--- config.mk ---
export PLATFORM = sky130hd
export DESIGN_NAME = umtrx_rx_arbiter
export DESIGN_NICKNAME = d
export VERILOG_FILES = /design/src/rtl/umtrx_rx_arbiter_pkg.sv /design/src/rtl/umtrx_rx_arbiter_rr_pick.sv /design/src/rtl/umtrx_rx_arbiter.sv
export SDC_FILE = /design/constraint.sdc
export NUM_CORES = 1
export LEC_CHECK = 0
export ABC_AREA = 1
export CAP_MARGIN = 25
export CORE_ASPECT_RATIO = 2
export CORE_MARGIN = 4
export CORE_UTILIZATION = 24
export CTS_CLUSTER_DIAMETER = 80
export DETAILED_ROUTE_END_ITERATION = 16
export MAX_ROUTING_LAYER = met4
export PLACE_DENSITY = 0.51
export SKIP_LAST_GASP = 1
export SLEW_MARGIN = 20
export SYNTH_ARGS = -nofsm -noshare
export SYNTH_HDL_FRONTEND = slang
export SYNTH_SLANG_ARGS = --single-unit
--- constraint.sdc ---
create_clock -name sys_clk -period 1.9 [get_ports sys_clk]
set_input_delay 0.285 -clock sys_clk [delete_from_list [all_inputs] [get_ports sys_clk]]
set_output_delay 0.285 -clock sys_clk [all_outputs]
set_load 0.01 [all_outputs]
--- src/rtl/umtrx_rx_arbiter_pkg.sv ---
`timescale 1ns/1ps
`default_nettype none
// ============================================================================
// Module      : umtrx_rx_arbiter_pkg
// Description : Shared constants and types for the UmTRX RX packet arbiter.
// Revision    : 1.0 - initial release
// ============================================================================
package umtrx_rx_arbiter_pkg;

    // VITA 36-bit beat flag positions
    localparam int C_EOF_BIT = 33;
    localparam int C_SOF_BIT = 32;
    localparam int C_OCC_HI  = 35;
    localparam int C_OCC_LO  = 34;

    localparam int C_SR_EN   = 0;
    localparam int C_CLR_BIT = 31;

    typedef enum logic [0:0] {
        ST_IDLE = 1'b0,
        ST_PASS = 1'b1
    } arb_state_t;

endpackage
`default_nettype wire

--- src/rtl/umtrx_rx_arbiter_rr_pick.sv ---
`timescale 1ns/1ps
`default_nettype none
// ============================================================================
// Module      : umtrx_rx_arbiter_rr_pick
// Description : Combinational round-robin priority encoder; searches from
//               last+1 upward modulo NUM_CHAN.
// Revision    : 1.0 - initial release
// ============================================================================
module umtrx_rx_arbiter_rr_pick #(
    parameter int NUM_CHAN = 2,
    parameter int LW       = (NUM_CHAN > 1) ? $clog2(NUM_CHAN) : 1
) (
    input  logic [NUM_CHAN-1:0] req,
    input  logic [LW-1:0]       last,
    output logic [NUM_CHAN-1:0] gnt,
    output logic [LW-1:0]       idx,
    output logic                valid
);

    logic [LW-1:0] w_cand;

    always_comb begin
        gnt    = '0;
        idx    = '0;
        valid  = 1'b0;
        w_cand = '0;
        for (int i = 1; i <= NUM_CHAN; i++) begin
            w_cand = LW'((int'(last) + i) % NUM_CHAN);
            if (!valid && req[w_cand]) begin
                valid       = 1'b1;
                gnt[w_cand] = 1'b1;
                idx         = w_cand;
            end
        end
    end

endmodule
`default_nettype wire

--- src/rtl/umtrx_rx_arbiter.sv ---
`timescale 1ns/1ps
`default_nettype none
// ============================================================================
// Module      : umtrx_rx_arbiter
// Description : Packet-aware round-robin merge of NUM_CHAN VITA RX streams
//               with settings-bus channel mask and per-channel packet counts.
// Revision    : 1.0 - initial release
// ============================================================================
module umtrx_rx_arbiter
    import umtrx_rx_arbiter_pkg::*;
#(
    parameter int                  NUM_CHAN = 2,
    parameter int                  SR_BASE  = 0,
    parameter logic [NUM_CHAN-1:0] EN_INIT  = {NUM_CHAN{1'b1}}
) (
    input  logic                     sys_clk,
    input  logic                     sys_rst_n,
    input  logic                     set_stb,
    input  logic [7:0]               set_addr,
    input  logic [31:0]              set_data,
    input  logic [36*NUM_CHAN-1:0]   in_data,
    input  logic [NUM_CHAN-1:0]      in_valid,
    output logic [NUM_CHAN-1:0]      in_ready,
    output logic [35:0]              out_data,
    output logic                     out_valid,
    input  logic                     out_ready,
    output logic [NUM_CHAN-1:0]      grant,
    output logic [32*NUM_CHAN-1:0]   pkt_count,
    output logic                     busy
);

    localparam int         LW        = (NUM_CHAN > 1) ? $clog2(NUM_CHAN) : 1;
    localparam logic [7:0] C_SR_ADDR = 8'(SR_BASE + C_SR_EN);

    arb_state_t          r_state;
    arb_state_t          w_state_nxt;
    logic [LW-1:0]       r_sel;
    logic [LW-1:0]       r_last;
    logic [NUM_CHAN-1:0] r_grant;
    logic [NUM_CHAN-1:0] r_en_mask;
    logic [31:0]         r_pkt_count [NUM_CHAN];

    logic [35:0]         w_in_data [NUM_CHAN];
    logic [35:0]         w_sel_data;
    logic                w_pass;
    logic                w_eof_beat;
    logic                w_set_hit;
    logic                w_clr;
    logic [NUM_CHAN-1:0] w_pick_gnt;
    logic [LW-1:0]       w_pick_idx;
    logic                w_pick_valid;
    logic                w_unused;

    generate
        for (genvar k = 0; k < NUM_CHAN; k++) begin : g_chan
            assign w_in_data[k]           = in_data[36*k +: 36];
            assign pkt_count[32*k +: 32]  = r_pkt_count[k];
        end
    endgenerate

    // Arbitration sees the registered mask, so a same-cycle write takes effect next decision
    umtrx_rx_arbiter_rr_pick #(
        .NUM_CHAN (NUM_CHAN),
        .LW       (LW)
    ) u_rr_pick (
        .req   (in_valid & r_en_mask),
        .last  (r_last),
        .gnt   (w_pick_gnt),
        .idx   (w_pick_idx),
        .valid (w_pick_valid)
    );

    assign w_pass     = (r_state == ST_PASS);
    assign w_sel_data = w_in_data[r_sel];
    assign out_data   = w_sel_data;
    assign out_valid  = w_pass & in_valid[r_sel];
    assign in_ready   = w_pass ? (r_grant & {NUM_CHAN{out_ready}}) : '0;
    assign grant      = r_grant;
    assign busy       = w_pass;
    assign w_eof_beat = out_valid & out_ready & w_sel_data[C_EOF_BIT];
    assign w_set_hit  = set_stb && (set_addr == C_SR_ADDR);
    assign w_clr      = w_set_hit && set_data[C_CLR_BIT];

    assign w_unused   = &{1'b0, set_data[C_CLR_BIT-1:NUM_CHAN],
                          w_sel_data[C_SOF_BIT], w_sel_data[C_OCC_HI:C_OCC_LO]};

    always_comb begin
        w_state_nxt = r_state;
        case (r_state)
            ST_IDLE: if (w_pick_valid) w_state_nxt = ST_PASS;
            ST_PASS: if (w_eof_beat)   w_state_nxt = ST_IDLE;
            default:                   w_state_nxt = ST_IDLE;
        endcase
    end

    always_ff @(posedge sys_clk or negedge sys_rst_n) begin
        if (!sys_rst_n) begin
            r_state   <= ST_IDLE;
            r_sel     <= '0;
            r_grant   <= '0;
            r_last    <= LW'(NUM_CHAN - 1);
            r_en_mask <= EN_INIT;
        end else begin
            r_state <= w_state_nxt;
            if (w_set_hit) begin
                r_en_mask <= set_data[NUM_CHAN-1:0];
            end
            if (r_state == ST_IDLE && w_pick_valid) begin
                r_sel   <= w_pick_idx;
                r_grant <= w_pick_gnt;
            end else if (w_eof_beat) begin
                r_last  <= r_sel;
                r_grant <= '0;
            end
        end
    end

    // A clear on the same cycle as an EOF increment wins
    always_ff @(posedge sys_clk or negedge sys_rst_n) begin
        if (!sys_rst_n) begin
            for (int k = 0; k < NUM_CHAN; k++) r_pkt_count[k] <= '0;
        end else begin
            for (int k = 0; k < NUM_CHAN; k++) begin
                if (w_clr) begin
                    r_pkt_count[k] <= '0;
                end else if (w_eof_beat && r_sel == LW'(k)) begin
                    r_pkt_count[k] <= r_pkt_count[k] + 32'd1;
                end
            end
        end
    end

endmodule
`default_nettype wire

==> flow_metrics.tcl <==
set metrics [dict create \
    outcome "finished, final reports clean" \
    timing.critical_path.mode_cell "sky130_fd_sc_hd__nand2_1" \
    regToRegStartpoint "r_sel" \
    place.port_buffers 194 \
    crit_path_cell_trace "buf_6, buf_4, buf_12, nand2_1, nand2_1, dlygate4sd2_1" \
    cts_sinks 71 \
    critical_path_arrival_ns 1.60 \
    timing.critical_path.slowest_stage_cell "sky130_fd_sc_hd__dfrtp_2" \
    worst-path-buf-inv 4 \
    cp_max_fo 18 \
    cts_h_tree_depth 3 \
    hold_path_class "input port to async pin" \
    total_wire_length_mm 19.7 \
    worst_hold_slack_ns 0.468 \
    synth.cells.most_frequent "sky130_fd_sc_hd__nand2_1, sky130_fd_sc_hd__nor2_1, sky130_fd_sc_hd__dfrtp_1" \
    synth_enable_flop_cells 0 \
    insertedDiodeCount 0 \
    asyncSetResetFlopFracSynth_pct 100 \
    drt_drc_violations_left 0 \
    floorplan.initialDensity_pct 24.5 \
    layout_worst_path_cycle_share_pct 99.0 \
    vias_in_the_first_global_route 5890 \
    clock_latency_at_the_later_pin_of_the_worst_skew_pair_ns 0.34 \
    globalRouteMet2Util_pct 32.8 \
    dpl-instance-area_mm2 0.00753 \
    place_ws_ns -0.0495 \
    yosysWarningCount 0 \
    flow.area_growth_from_synthesis_pct 63.5 \
    die_area_mm2 0.0229 \
    gr-usage-met1_pct 17.5 \
    placed_cells 1297 \
    critical-path-max-stage-delay_ns 0.44 \
    netlist_area_mm2 0.00489 \
    required_ns 1.62 \
    skew_ns 0.0101 \
    grt_start_max_net_pins 35 \
    layoutNonFillerInstCount 1323 \
    totalPowerFinal_mw 6.41 \
    ratio_of_cells_with_drive_above_1_in_the_final_layout_pct 9.33 \
    ant_nets 0 \
    wl_per_cell_um 14.9 \
    relSlewSlack_pct 66.4 \
    grt_setup_unrepaired "yes" \
    cts.reportedPaths.clkPinSlew_ns 0.06 \
    synth.most_common_cell "sky130_fd_sc_hd__nand2_1" \
    grt_util_all_layers_pct 17.6 \
    path_class "flip-flop to primary output" \
    core_occupancy_in_the_finished_layout_pct 40.0 \
    grt-busiest-layer "met2" \
    synth_seq_area_share_pct 36.4 \
    worst_ir_drop_vdd_uv 440 \
    core_area_mm2 0.0200 \
    detailed_place_hpwl_mm 15.6 \
    report.final.slew_viol_count 0 \
    power.density_cell_area_mw_per_mm2 801 \
    ys_types 28 \
    drt_pre_antenna_iters 5 \
    cts_root_buffer "sky130_fd_sc_hd__clkbuf_16" \
    power.leakage_nw 3.89 \
    tritoncts "yes" \
    report.final.setup_viol 0 \
    max_slew.worst_pin.slew_ns 0.504 \
    boundaryPins 224 \
    routed-via-count 5865 \
    die_x_um 109 \
    drt_iter0_markers 217 \
    design_area_mm2 0.00800 \
    synthesis.instances 816 \
    cp_top_family "buffers and inverters" \
    synth.ff_latch_count 71 \
    synth_ff_type "sky130_fd_sc_hd__dfrtp_1" \
    cap_violations 0 \
    via_density_per_instance 4.43 \
    fmaxAchievable_ghz 0.532 \
    yosys.area.top_type_share_pct 34.8 \
    tritoncts.num_buffers 9 \
    number_of_antenna_violations_at_the_first_check_in_global_routing 0 \
    startpoint_type "flip-flop" \
    cp-end-kind "primary output" \
    gpl.final_weighted_congestion 0.903 \
    grt_pass1_wl_mm 30.3 \
    fin_tns_setup_ns 0 \
    worst_setup_margin_ns 0.0190 \
    netlist_top_cells_area "sky130_fd_sc_hd__dfrtp_1, sky130_fd_sc_hd__nand2_1, sky130_fd_sc_hd__nor2_1, sky130_fd_sc_hd__nand3_1, sky130_fd_sc_hd__inv_1" \
    grt.overflow.total 0 \
    die_ht_um 210 \
    endpoints_failing_hold 0 \
    final_period_minus_worst_setup_slack_ns 1.88 \
    cts.path.max_buffers 2 \
    groute.layer.met3.usage_pct 2.65 \
    worstSetupStartpoint "r_sel" \
    yosys.area.top_type "sky130_fd_sc_hd__dfrtp_1" \
    rows 73 \
    final_nets 1177 \
    avgSynthCellArea_um2 5.99 \
    syn-num-nets 936 \
]
==> area by class of cell <==
| class | count | area, µm² |
|---|---|---|
| Inverter | 67 | 254 |
| Fill cell | 2156 | 12000 |
| Tap cell | 262 | 328 |
| Clock buffer | 12 | 256 |
| Multi-Input combinational cell | 656 | 2810 |
| Clock inverter | 3 | 42.5 |
| Timing Repair Buffer | 252 | 2530 |
| Sequential cell | 71 | 1780 |
==> repair_timing <==
item                                    in CTS  in global routing
gates resized for setup                     43                 32
hold buffers                                 1                  0
cloned                                       0                  3
endpoints found under the setup margin      39                 69
pin swaps                                    0                  5
setup buffers                                2                  5
hold endpoints to repair                    29                  0
==> registers in the layout, summed over array words and instances (netlist names) <==
name,cells
pkt_count,64
grant,2
r_en_mask,2
busy,1
r_last,1
r_sel,1
==> logic make-up (layout without fill, tap and decap cells) <==
| logic type | count (synthesis) | in the layout | share of synthesized area (%) |
|---|---|---|---|
| AO/OA/AOI/OAI | 54 | 54 | 5.76 |
| XOR/XNOR | 4 | 4 | 0.716 |
| adder cells (fa/ha/maj) | 2 | 2 | 0.512 |
| buffers and inverters | 89 | 334 | 7.21 |
| flip-flops | 71 | 71 | 36.4 |
| multiplexers | 2 | 2 | 0.460 |
| AND/OR/NAND/NOR | 594 | 594 | 48.9 |
==> layer usage <==
layer / up-vias / part of all wire (%)
met1: 2649 / 36
met2: 145 / 56
met5: - / 0
met3: 46 / 3.2
li1: 3025 / -
met4: 0 / 4.0
==> worst paths after layout <==
| path | cells past startpoint | slack (ns) | endpoint |
|---|---|---|---|
| setup reg to reg | 12 | 0.10 | pkt_count[30] |
| hold reg to reg | 2 | 0.50 | r_last |
| min in group sys_clk | 2 | 0.50 | r_last |
| hold / removal | 2 | 0.47 | pkt_count[29] |
| max in group asynchronous | 3 | 0.76 | r_sel |
| setup / recovery | 6 | 0.02 | out_data[2] |
==> report_power, final <==
group	leakage, nW	total, mW	internal, mW	switching [mW]
clock network	0.145	1.77	1.08	0.688
registers	0.935	1.84	1.67	0.176
logic	2.81	2.80	1.39	1.41
total	3.89	6.41	4.13	2.27
==> cells in the final DEF (no fill, tap or decap), types with 2 or more instances in the layout <==
cell type and count:
sky130_fd_sc_hd__clkbuf_8 2, sky130_fd_sc_hd__inv_1 66, sky130_fd_sc_hd__ha_1 2, sky130_fd_sc_hd__nand3_2 6, sky130_fd_sc_hd__dlygate4sd2_1 23, sky130_fd_sc_hd__and2_1 2
sky130_fd_sc_hd__nand4_1 15, sky130_fd_sc_hd__clkbuf_16 11, sky130_fd_sc_hd__nand2_1 327, sky130_fd_sc_hd__buf_6 4, sky130_fd_sc_hd__nor2_2 4, sky130_fd_sc_hd__clkdlybuf4s50_1 154
sky130_fd_sc_hd__clkdlybuf4s15_1 15, sky130_fd_sc_hd__buf_12 10, sky130_fd_sc_hd__nor3_1 6, sky130_fd_sc_hd__nor2_1 173, sky130_fd_sc_hd__nand2_2 2, sky130_fd_sc_hd__o21bai_1 3
sky130_fd_sc_hd__nand3_1 50, sky130_fd_sc_hd__dfrtp_1 67, sky130_fd_sc_hd__buf_4 41, sky130_fd_sc_hd__a21oi_1 30, sky130_fd_sc_hd__nor2_4 3, sky130_fd_sc_hd__dfstp_2 3
sky130_fd_sc_hd__mux2_2 2, sky130_fd_sc_hd__o21ai_0 17, sky130_fd_sc_hd__xor2_1 4, sky130_fd_sc_hd__nor3b_1 3, sky130_fd_sc_hd__or2_2 2
Power figures use the tool's default switching activity.
